### src/rtl/booth_pkg.sv
// Shared definitions for the radix-4 Booth multiplier: size helpers,
// digit encodings, recoding function and the control FSM states.
package booth_pkg;

  // Control FSM states.
  typedef enum logic [1:0] {IDLE, CALC, DONE} state_t;

  // Booth digit values: 0, +M, +2M, -M, -2M.
  typedef enum logic [2:0] {ZERO, P1, P2, M1, M2} booth_digit_t;

  // Number of radix-4 digits needed to cover a WIDTH-bit operand in either mode.
  function automatic int calc_ndig(input int width);
    return width / 2 + 1;
  endfunction

  // CALC cycles needed to retire ndig digits at dpc digits per cycle.
  function automatic int calc_cyc(input int ndig, input int dpc);
    return (ndig + dpc - 1) / dpc;
  endfunction

  // Map a triplet {b(2i+1), b(2i), b(2i-1)} to its Booth digit.
  function automatic booth_digit_t recode(input logic [2:0] code);
    booth_digit_t d;
    case (code)
      3'b001, 3'b010: d = P1;
      3'b011:         d = P2;
      3'b100:         d = M2;
      3'b101, 3'b110: d = M1;
      default:        d = ZERO;
    endcase
    return d;
  endfunction

endpackage

### src/rtl/booth_pp_gen.sv
// Combinational partial-product generator for one radix-4 Booth digit.
// The multiplicand arrives already extended to WIDTH+2 bits, which is
// enough headroom for +/-2M in both signed and unsigned modes.
module booth_pp_gen
  import booth_pkg::*;
#(
  parameter int WIDTH = 25
) (
  input  logic [2:0]              code,
  input  logic [WIDTH+1:0]        mcand_ext,
  output logic signed [WIDTH+1:0] pp
);

  // Select 0, +M, +2M, -M or -2M from the recoded triplet.
  always_comb begin
    pp = '0;
    case (recode(code))
      P1:      pp = mcand_ext;
      P2:      pp = {mcand_ext[WIDTH:0], 1'b0};
      M1:      pp = -mcand_ext;
      M2:      pp = -{mcand_ext[WIDTH:0], 1'b0};
      default: pp = '0;
    endcase
  end

endmodule

### src/rtl/booth_mult_seq.sv
// Iterative radix-4 Booth multiplier with valid/ready on both sides.
// The multiplier is held in a shift register that drops 2*DIGITS_PER_CYCLE
// bits per CALC cycle; digits past the top of the operand read as sign or
// zero bits and therefore recode to 0, so no per-digit masking is needed.
module booth_mult_seq
  import booth_pkg::*;
#(
  parameter int WIDTH            = 25,
  parameter int DIGITS_PER_CYCLE = 1
) (
  input  logic                 clk,
  input  logic                 rst_n,
  input  logic                 flush,
  input  logic                 in_valid,
  output logic                 in_ready,
  input  logic                 is_signed,
  input  logic [WIDTH-1:0]     mcand,
  input  logic [WIDTH-1:0]     mplier,
  output logic                 out_valid,
  input  logic                 out_ready,
  output logic [2*WIDTH-1:0]   product
);

  localparam int NDIG   = calc_ndig(WIDTH);
  localparam int CYC    = calc_cyc(NDIG, DIGITS_PER_CYCLE);
  localparam int MW     = 2 * CYC * DIGITS_PER_CYCLE + 1;  // shifter incl. implicit 0
  localparam int MW_EXT = MW - 1 - WIDTH;
  localparam int ACC_W  = 2 * WIDTH + 2;
  localparam int CNT_W  = $clog2(CYC + 1);

  state_t                 state_reg, state_next;
  logic [ACC_W-1:0]       acc_reg, acc_next, pp_sum;
  logic [CNT_W-1:0]       cnt_reg;
  logic [MW-1:0]          mplier_reg;
  logic [WIDTH+1:0]       mcand_reg;
  logic [2*WIDTH-1:0]     product_reg;
  logic                   calc_done;
  logic                   accept;

  logic signed [WIDTH+1:0] pp   [DIGITS_PER_CYCLE];
  logic [ACC_W-1:0]        term [DIGITS_PER_CYCLE];

  assign calc_done = (cnt_reg == CNT_W'(CYC));
  assign accept    = (state_reg == IDLE) && in_valid && !flush;
  assign product   = product_reg;

  // One partial-product generator per digit retired each cycle, each
  // sign-extended to accumulator width and placed at its in-cycle weight.
  generate
    for (genvar gi = 0; gi < DIGITS_PER_CYCLE; gi++) begin : g_pp
      booth_pp_gen #(.WIDTH(WIDTH)) u_pp (
        .code      (mplier_reg[2*gi+2 -: 3]),
        .mcand_ext (mcand_reg),
        .pp        (pp[gi])
      );
      assign term[gi] = {{WIDTH{pp[gi][WIDTH+1]}}, pp[gi]} << (2 * gi);
    end
  endgenerate

  // Sum this cycle's partial products and add them at the current digit offset.
  always_comb begin
    pp_sum = '0;
    for (int j = 0; j < DIGITS_PER_CYCLE; j++) begin
      pp_sum = pp_sum + term[j];
    end
    acc_next = acc_reg + (pp_sum << (32'(cnt_reg) * 2 * DIGITS_PER_CYCLE));
  end

  // FSM state register.
  always_ff @(posedge clk or negedge rst_n) begin
    if (!rst_n) state_reg <= IDLE;
    else        state_reg <= state_next;
  end

  // Next-state and handshake outputs; flush overrides everything.
  always_comb begin
    state_next = state_reg;
    in_ready   = 1'b0;
    out_valid  = 1'b0;
    case (state_reg)
      IDLE: begin
        in_ready = 1'b1;
        if (in_valid) state_next = CALC;
      end
      CALC: begin
        if (calc_done) state_next = DONE;
      end
      DONE: begin
        out_valid = 1'b1;
        if (out_ready) state_next = IDLE;
      end
      default: state_next = IDLE;
    endcase
    if (flush) state_next = IDLE;
  end

  // Datapath: operand capture, accumulation and product register.
  always_ff @(posedge clk or negedge rst_n) begin
    if (!rst_n) begin
      acc_reg     <= '0;
      cnt_reg     <= '0;
      mplier_reg  <= '0;
      mcand_reg   <= '0;
      product_reg <= '0;
    end else if (flush) begin
      acc_reg <= '0;
      cnt_reg <= '0;
    end else if (accept) begin
      acc_reg    <= '0;
      cnt_reg    <= '0;
      mplier_reg <= {{MW_EXT{is_signed & mplier[WIDTH-1]}}, mplier, 1'b0};
      mcand_reg  <= {{2{is_signed & mcand[WIDTH-1]}}, mcand};
    end else if (state_reg == CALC) begin
      if (calc_done) begin
        product_reg <= acc_reg[2*WIDTH-1:0];
      end else begin
        acc_reg    <= acc_next;
        cnt_reg    <= cnt_reg + 1'b1;
        mplier_reg <= mplier_reg >> (2 * DIGITS_PER_CYCLE);
      end
    end
  end

endmodule

### config.mk
export PLATFORM = sky130hd
export DESIGN_NAME = booth_mult_seq
export DESIGN_NICKNAME = d
export VERILOG_FILES = /design/src/rtl/booth_pkg.sv /design/src/rtl/booth_pp_gen.sv /design/src/rtl/booth_mult_seq.sv
export SDC_FILE = /design/constraint.sdc
export NUM_CORES = 1
export LEC_CHECK = 0
export ABC_CLOCK_PERIOD_IN_PS = 5470
export CAP_MARGIN = 20
export CELL_PAD_IN_SITES_DETAIL_PLACEMENT = 1
export CELL_PAD_IN_SITES_GLOBAL_PLACEMENT = 1
export CORE_MARGIN = 4
export CORE_UTILIZATION = 40
export DETAILED_ROUTE_END_ITERATION = 16
export GPL_TIMING_DRIVEN = 1
export MAX_ROUTING_LAYER = met4
export PLACE_DENSITY = 0.84
export SETUP_SLACK_MARGIN = 0.3
export SYNTH_ARGS = -nofsm -noshare
export SYNTH_HDL_FRONTEND = slang
export SYNTH_SLANG_ARGS = --single-unit
### constraint.sdc
create_clock -name clk -period 5.47 [get_ports clk]
set_input_delay 1.094 -clock clk [delete_from_list [all_inputs] [get_ports clk]]
set_output_delay 1.094 -clock clk [all_outputs]
set_load 0.05 [all_outputs]
==> results by group, run 1 <==
Timing
  – Clock skew: 20.9 ps
  – Setup-failing EPs final: 25
  – Tmin final: 5780 ps
  – Rel. slew slack: 24.3%
  – Worst-Margin Slew: 1130 ps
  – Fmax: 173 MHz
  – Final period util: 106%
  – Setup ws final: -306 ps
  – Setup TNS: -4320 ps
  – RSZ-0062 raised after global routing: true
  – Max Slew Vio Count: 0
  – Final hold viol count: 0

CTS
  – Htree depth: 4
  – CTS buffer count: 17
  – Clock Path Buffers: 2
  – CTS Root Cell: clkbuf_16
  – Clk pin slew, worst setup/hold paths: 80 ps
  – Clk sinks: 159
  – Cts hold-fix bufs: 0
  – Worst-Skew Late Latency: 480 ps
  – CTS tree: done

Global routing
  – Vias in the first global route: 13950
  – Largest net degree at the start of global routing: 84
  – Initial antenna violation count: 0
  – Grt ovf: 0
  – Global-route wire length before repair: 77.4 mm
  – Global Route Usage Sum: 30.0%

Place
  – Port Buffers: 107
  – Worst slack, placed: -305 ps
  – Inst Count DP: 2052
  – Dpl hpwl: 32.0 mm
  – Placer Congestion: 0.949

Floorplanning
  – Io pins: 108
  – Initial core utilization: 40.5%
  – Die X: 181 um
  – Die H: 181 um
  – Die ar.: 32700 um^2
  – Rows: 63
  – Core Footprint: 29600 um^2

Drt
  – Via count: 14189
  – Routed vias/inst: 6.54
  – Drt first pass iters: 5
  – Final antenna-violating net count: 0
  – Routed wire length: 57.9 mm
  – DRC Markers: 0
  – WL/cell: 26.7 um
  – Initial drt markers: 1661

Synthesis
  – Post-synth cell types: 73
  – Synth Flop Type: dfrtp_1
  – Area contributors post-synth: dfrtp_1 (33%), mux2_2 (7.6%), nand2_1 (6.8%)
  – Mapped Area: 12000 um^2
  – Syn_nets: 1536
  – Post-Syn Instances: 1424
  – Post-synth EDFFs: 0
  – Top cell type by total area after synthesis: dfrtp_1
  – Post-synthesis sequential area ratio: 33.3%
  – Async SR Flop Fraction: 100%
  – Flops & latches, synth: 159
  – Synth top area share: 33.3%
  – Syn_area_per_cell: 8.40 um^2
  – Yosys warnings: 0

Min path
  – Hold_sp: mplier_reg[10]
  – Worst Hold Depth: 2
  – Hold endpoint: mplier_reg[10]
  – Hold Crit Class: flip-flop to flip-flop

Final layout
  – FILL cells: 3349
  – Layout Nets: 1879
  – Most frequent cells in the layout: buf_4 (296), nand2_1 (207), dfrtp_1 (156)
  – Most common cell after layout, fill and taps aside: buf_4
  – Layout cells sized above 1: 35.6%
  – Area Growth Syn to Fin: 45.3%
  – N_diodes: 0
  – Final Instance Count excl. Fillers: 2169

Pwr
  – PwrDens: 386 nW/um^2
  – Max IR drop VDD: 0.000240 V
  – Leakage power: 7.73 nW
  – Overall Power: 0.00671 W

Setup path
  – CP max stage cell: or4_4
  – RR Endpoint: acc_reg[37]
  – Required @ worst endpoint: 5850 ps
  – R2R cell count: 26
  – Worst setup EP type: flip-flop
  – WS Path Type: flip-flop to flip-flop
  – Max incr delay on CP: 500 ps
  – Worst EP arrival: 6150 ps
  – Worst Path Max Fanout: 4
  – Crit start category: flip-flop
  – Worst reg2reg startpoint: mcand_reg[0]
  – R2r setup slk: -310 ps
  – Setup crit start: mcand_reg[0]

Flow run
  – Max-cap violations: 0

Run status
  – Outcome: complete, but fails checks
  – Failing checks: setup timing
## layer usage
layer | vias to the layer above | global-route usage, % | wire length (um) | share of wire (%)
met5 | - | - | 0 | 0
met4 | 0 | 13.4 | 4030 | 7.0
met2 | 885 | 49.2 | 27200 | 47
met3 | 366 | 5.21 | 4030 | 7.0
met1 | 7087 | 36.3 | 22600 | 39
li1 | 5851 | - | - | -
## Yosys cell counts (27+ instances only)
master / n
nand2_1: 217
dfrtp_1: 159
a21oi_1: 117
o21ai_0: 100
nor2_1: 98
clkbuf_1: 87
mux2_2: 81
ha_1: 55
xnor2_1: 44
mux2i_1: 34
a21o_1: 33
xor2_1: 31
a22oi_1: 29
nand3_1: 27
## repair_timing
item,4_1_cts,5_1_grt
setup endpoints to repair,33,37
pin swaps,57,96
buffers inserted,55,31
gates resized for setup,139,144
## how the worst max path moves through the flow
stage | endpoint | slack, ps | cells past startpoint
finish | acc_reg[37] | -310 | 26
global route | acc_reg[43] | -470 | 27
CTS | acc_reg[49] | 150 | 27
detailed placement | acc_reg[47] | -300 | 27
global placement | acc_reg[47] | -40 | 27
floorplan | acc_reg[48] | 310 | 23
## cell families after synthesis
| family | count (synthesis) | share of synthesized area (%) |
|---|---|---|
| and+or+nand+nor | 456 | 17.1 |
| AOI/OAI and AO/OA | 436 | 23.5 |
| DFF | 159 | 33.3 |
| buffers and inverters | 126 | 4.18 |
| muxes | 116 | 10.6 |
| xor gates and xnor gates | 75 | 5.49 |
| adders and majority gates | 56 | 5.92 |
## final cells by class
class | instances | area, um^2 | area share, %
multi-input cells | 1139 | 8670 | 49.9
flip-flops and latches | 159 | 3980 | 22.9
repair buffers | 426 | 3590 | 20.6
well taps | 390 | 488 | 2.81
clock buffers | 18 | 439 | 2.53
clock inverters | 13 | 130 | 0.748
inverters | 24 | 90.1 | 0.518
## critical path, delay by kind of cell (launching register included)
kind                     cells  cell delay, ps
buffers and inverters        4             570
AND/OR/NAND/NOR              6            1560
AO/OA/AOI/OAI               11            2150
multiplexers                 2             360
adder cells (fa/ha/maj)      2             460
flip-flops                   1             450
XOR/XNOR                     1             120
## stage by stage
step | hold WS, ps | util, % | cell area, um^2
2_1_floorplan | 445 | - | 12000
3_5_place_dp | 470 | 50.6 | 14900
4_1_cts | 486 | 55.8 | 16500
3_3_place_gp | 458 | 50.6 | 14900
6_report | 479 | 58.8 | 17400
5_1_grt | 512 | 58.8 | 17400
## report_power, final
group	total, W	internal (W)	switching, W	leakage, nW
sequential	0.00142	0.00129	0.000130	2.11
combinational	0.00405	0.00178	0.00227	5.35
clock	0.00124	0.000646	0.000597	0.266
No activity file was read; power rests on OpenSTA's default activity.
==> run 2, diff against run 1 <==
- CORE_UTILIZATION: 40 -> 35
- PLACE_DENSITY: 0.84 -> 0.76
==> results by group, run 2 (synthesis results as in run 1) <==
CTS
  – CTS Root Cell: clkbuf_16 (unchanged)
  – CTS tree: done (unchanged)
  – CTS buffer count: 17 (unchanged)
  – Clock Path Buffers: 2 (unchanged)
  – Htree depth: 4 (unchanged)
  – Clk sinks: 159 (unchanged)
  – Worst-Skew Late Latency: 470 ps (was 480 ps)
  – Cts hold-fix bufs: 0 (unchanged)
  – Clk pin slew, worst setup/hold paths: 70 ps (was 80 ps)

Setup path
  – CP bufs+invs: 9 (was 4)
  – Worst reg2reg startpoint: mcand_reg[1] (was mcand_reg[0])
  – WS Path Type: flip-flop to flip-flop (unchanged)
  – Crit start category: flip-flop (unchanged)
  – Max incr delay on CP: 490 ps (was 500 ps)
  – Most common cell on crit path: buf_6
  – Worst Path Max Fanout: 8 (was 4)
  – CP max stage cell: or4_4 (unchanged)
  – Crit path max-delay family: compound AO/OA/AOI/OAI gates (unchanged)
  – Worst EP arrival: 5760 ps (was 6150 ps)
  – Worst setup EP type: flip-flop (unchanged)
  – Required @ worst endpoint: 5810 ps (was 5850 ps)
  – Setup crit start: mcand_reg[1] (was mcand_reg[0])

Final layout
  – Area Growth Syn to Fin: 44.9% (was 45.3%)
  – Most common cell after layout, fill and taps aside: buf_4 (unchanged)
  – N_diodes: 0 (unchanged)
  – FILL cells: 3795 (was 3349)
  – Most frequent cells in the layout: buf_4 (261), nand2_1 (208), dfrtp_1 (159) (was buf_4 (296), nand2_1 (207), dfrtp_1 (156))
  – Layout cells sized above 1: 34.9% (was 35.6%)
  – Post-route cell area: 17300 um^2 (was 17400 um^2)
  – Layout Nets: 1857 (was 1879)
  – Multi-input logic area: 8640 um^2 (was 8670 um^2)
  – FF/Latch Area: 3980 um^2 (about the same)

Drt
  – WL/cell: 21.5 um (was 26.7 um)
  – Routed wire length: 47.4 mm (was 57.9 mm)
  – Via count: 12554 (was 14189)
  – Top routing layer in use: met4 (unchanged)
  – DRC Markers: 0 (unchanged)
  – Final antenna-violating net count: 0 (unchanged)
  – DR WL met3: 1.84 mm (was 4.03 mm)
  – Met2 wire length: 23.6 mm (was 27.2 mm)
  – Initial drt markers: 944 (was 1661)
  – Routed vias/inst: 5.69 (was 6.54)
  – Met1 WL: 20.9 mm (was 22.6 mm)
  – Drt first pass iters: 7 (was 5)

Pwr
  – Seq pwr share: 22.3% (was 21.2%)
  – Logic pwr share: 57.4% (was 60.3%)
  – Max IR drop VDD: 0.000280 V (was 0.000240 V)
  – Psw: 0.00264 W (was 0.00300 W)
  – Leakage power: 7.66 nW (was 7.73 nW)
  – Sw Ratio: 41.5% (was 44.7%)
  – PwrDens: 367 nW/um^2 (was 386 nW/um^2)
  – Clock power share: 20.2% (was 18.5%)
  – Internal: 0.00372 W (was 0.00371 W)

Timing
  – Rel. slew slack: 26.1% (was 24.3%)
  – Max Slew Vio Count: 0 (unchanged)
  – Worst-Margin Slew: 1100 ps (was 1130 ps)
  – Clock skew: 17.5 ps (was 20.9 ps)
  – Tmin final: 5430 ps (was 5780 ps)
  – Final period util: 99.2% (was 106%)
  – Setup TNS: 0 ps (was -4320 ps)
  – Final hold viol count: 0 (unchanged)
  – Setup-failing EPs final: 0 (was 25)
  – Worst Hold Margin: 479 ps (unchanged)
  – RSZ-0062 raised after global routing: true (unchanged)
  – Fmax: 184 MHz (was 173 MHz)

Floorplanning
  – Die H: 193 um (was 181 um)
  – Io pins: 108 (unchanged)
  – Initial core utilization: 35.6% (was 40.5%)
  – Die X: 193 um (was 181 um)
  – Rows: 67 (was 63)
  – Core Footprint: 33600 um^2 (was 29600 um^2)
  – Die ar.: 37200 um^2 (was 32700 um^2)

Global routing
  – Grt ovf: 0 (unchanged)
  – Global-route wire length before repair: 72.7 mm (was 77.4 mm)
  – Initial antenna violation count: 0 (unchanged)
  – Largest net degree at the start of global routing: 98 (was 84)
  – Global Route Usage Sum: 25.3% (was 30.0%)
  – Vias in the first global route: 13113 (was 13950)

Place
  – Dpl hpwl: 32.7 mm (was 32.0 mm)
  – Placer Congestion: 0.922 (was 0.949)
  – Placement Cell Area: 14900 um^2 (about the same)
  – Port Buffers: 107 (unchanged)

Run status
  – Outcome: finished, final reports clean (was complete, but fails checks)

Flow run
  – Max-cap violations: 0 (unchanged)

Min path
  – Hold_sp: mplier_reg[23] (was mplier_reg[10])
  – Hold Crit Class: flip-flop to flip-flop (unchanged)
-- run 2: changes by cell type in the layout (fill, tap and decap cells not counted), sizes merged --
| cell | before | now |
|---|---|---|
| bufinv | 1 | 2 |
| inv | 29 | 31 |
| clkinvlp | 5 | 2 |
| buf | 320 | 298 |
| clkinv | 2 | 3 |
-- run 2: worst min-delay path, cell delays in order, from the launching register on --
cell and delay (ps):
dfrtp_1 340, nand2_1 50, nand2_1 60
-- run 2: path summary, 6_finish.rpt --
kind | endpoint | slack (ps) | cells past startpoint
worst min-delay path | mplier_reg[23] | 480 | 2
max in group asynchronous | acc_reg[12] | 3880 | 2
min in group asynchronous | mplier_reg[8] | 590 | 1
worst max-delay path | acc_reg[41] | 40 | 27
worst max register to register | acc_reg[41] | 40 | 27
worst min register to register | mplier_reg[23] | 480 | 2
-- run 2: repair_timing --
| action | CTS | global route |
|---|---|---|
| resized for setup | 134 | 151 |
| endpoints found under the setup margin | 26 | 35 |
| pin swaps | 75 | 63 |
| buffers inserted | 55 | 25 |
-- run 2: stage by stage --
| stage | setup slack (ps) | std cells | total power (W) | utilization (%) |
|---|---|---|---|---|
| 2_1_floorplan | 314 | 1424 | 0.00297 | - |
| 5_1_grt | -125 | 2206 | 0.00669 | 51.6 |
| 3_5_place_dp | -432 | 2094 | 0.00421 | 44.3 |
| 6_report | 41.5 | 2206 | 0.00636 | 51.6 |
| 4_1_cts | 58.2 | 2181 | 0.00593 | 49.1 |
| 3_3_place_gp | -277 | 2093 | 0.00413 | 44.3 |
-- run 2: final cells by class --
| cell class | instances | area share [%] |
|---|---|---|
| flip-flops and latches | 159 | 22.9 |
| inverters | 24 | 0.519 |
| clock inverters | 14 | 0.974 |
| clock buffers | 18 | 2.53 |
| well taps | 448 | 3.23 |
| repair buffers | 404 | 20.0 |
| multi-input cells | 1139 | 49.8 |
-- run 2: power groups by stage --
stage	registers [W]	clock network (W)	logic, W
after floorplan	0.00138	0	0.00159
after CTS	0.00142	0.00131	0.00320
after global routing	0.00144	0.00136	0.00389
after detailed placement	0.00143	0	0.00277
final	0.00142	0.00129	0.00365
after global placement	0.00142	0	0.00270
-- run 2: per-layer routing --
| layer | up-vias | track usage (%) |
|---|---|---|
| met5 | - | - |
| met4 | 0 | 6.70 |
| met1 | 6353 | 32.3 |
| met3 | 76 | 3.47 |
| li1 | 5826 | - |
| met2 | 299 | 42.6 |
==> run 3, diff against run 2 <==
- CORE_UTILIZATION: 35 -> 40
- PLACE_DENSITY: 0.76 -> 0.84
==> results of run 3 <==
No change in the layout: final DEF, timing and power equal those of run 1.
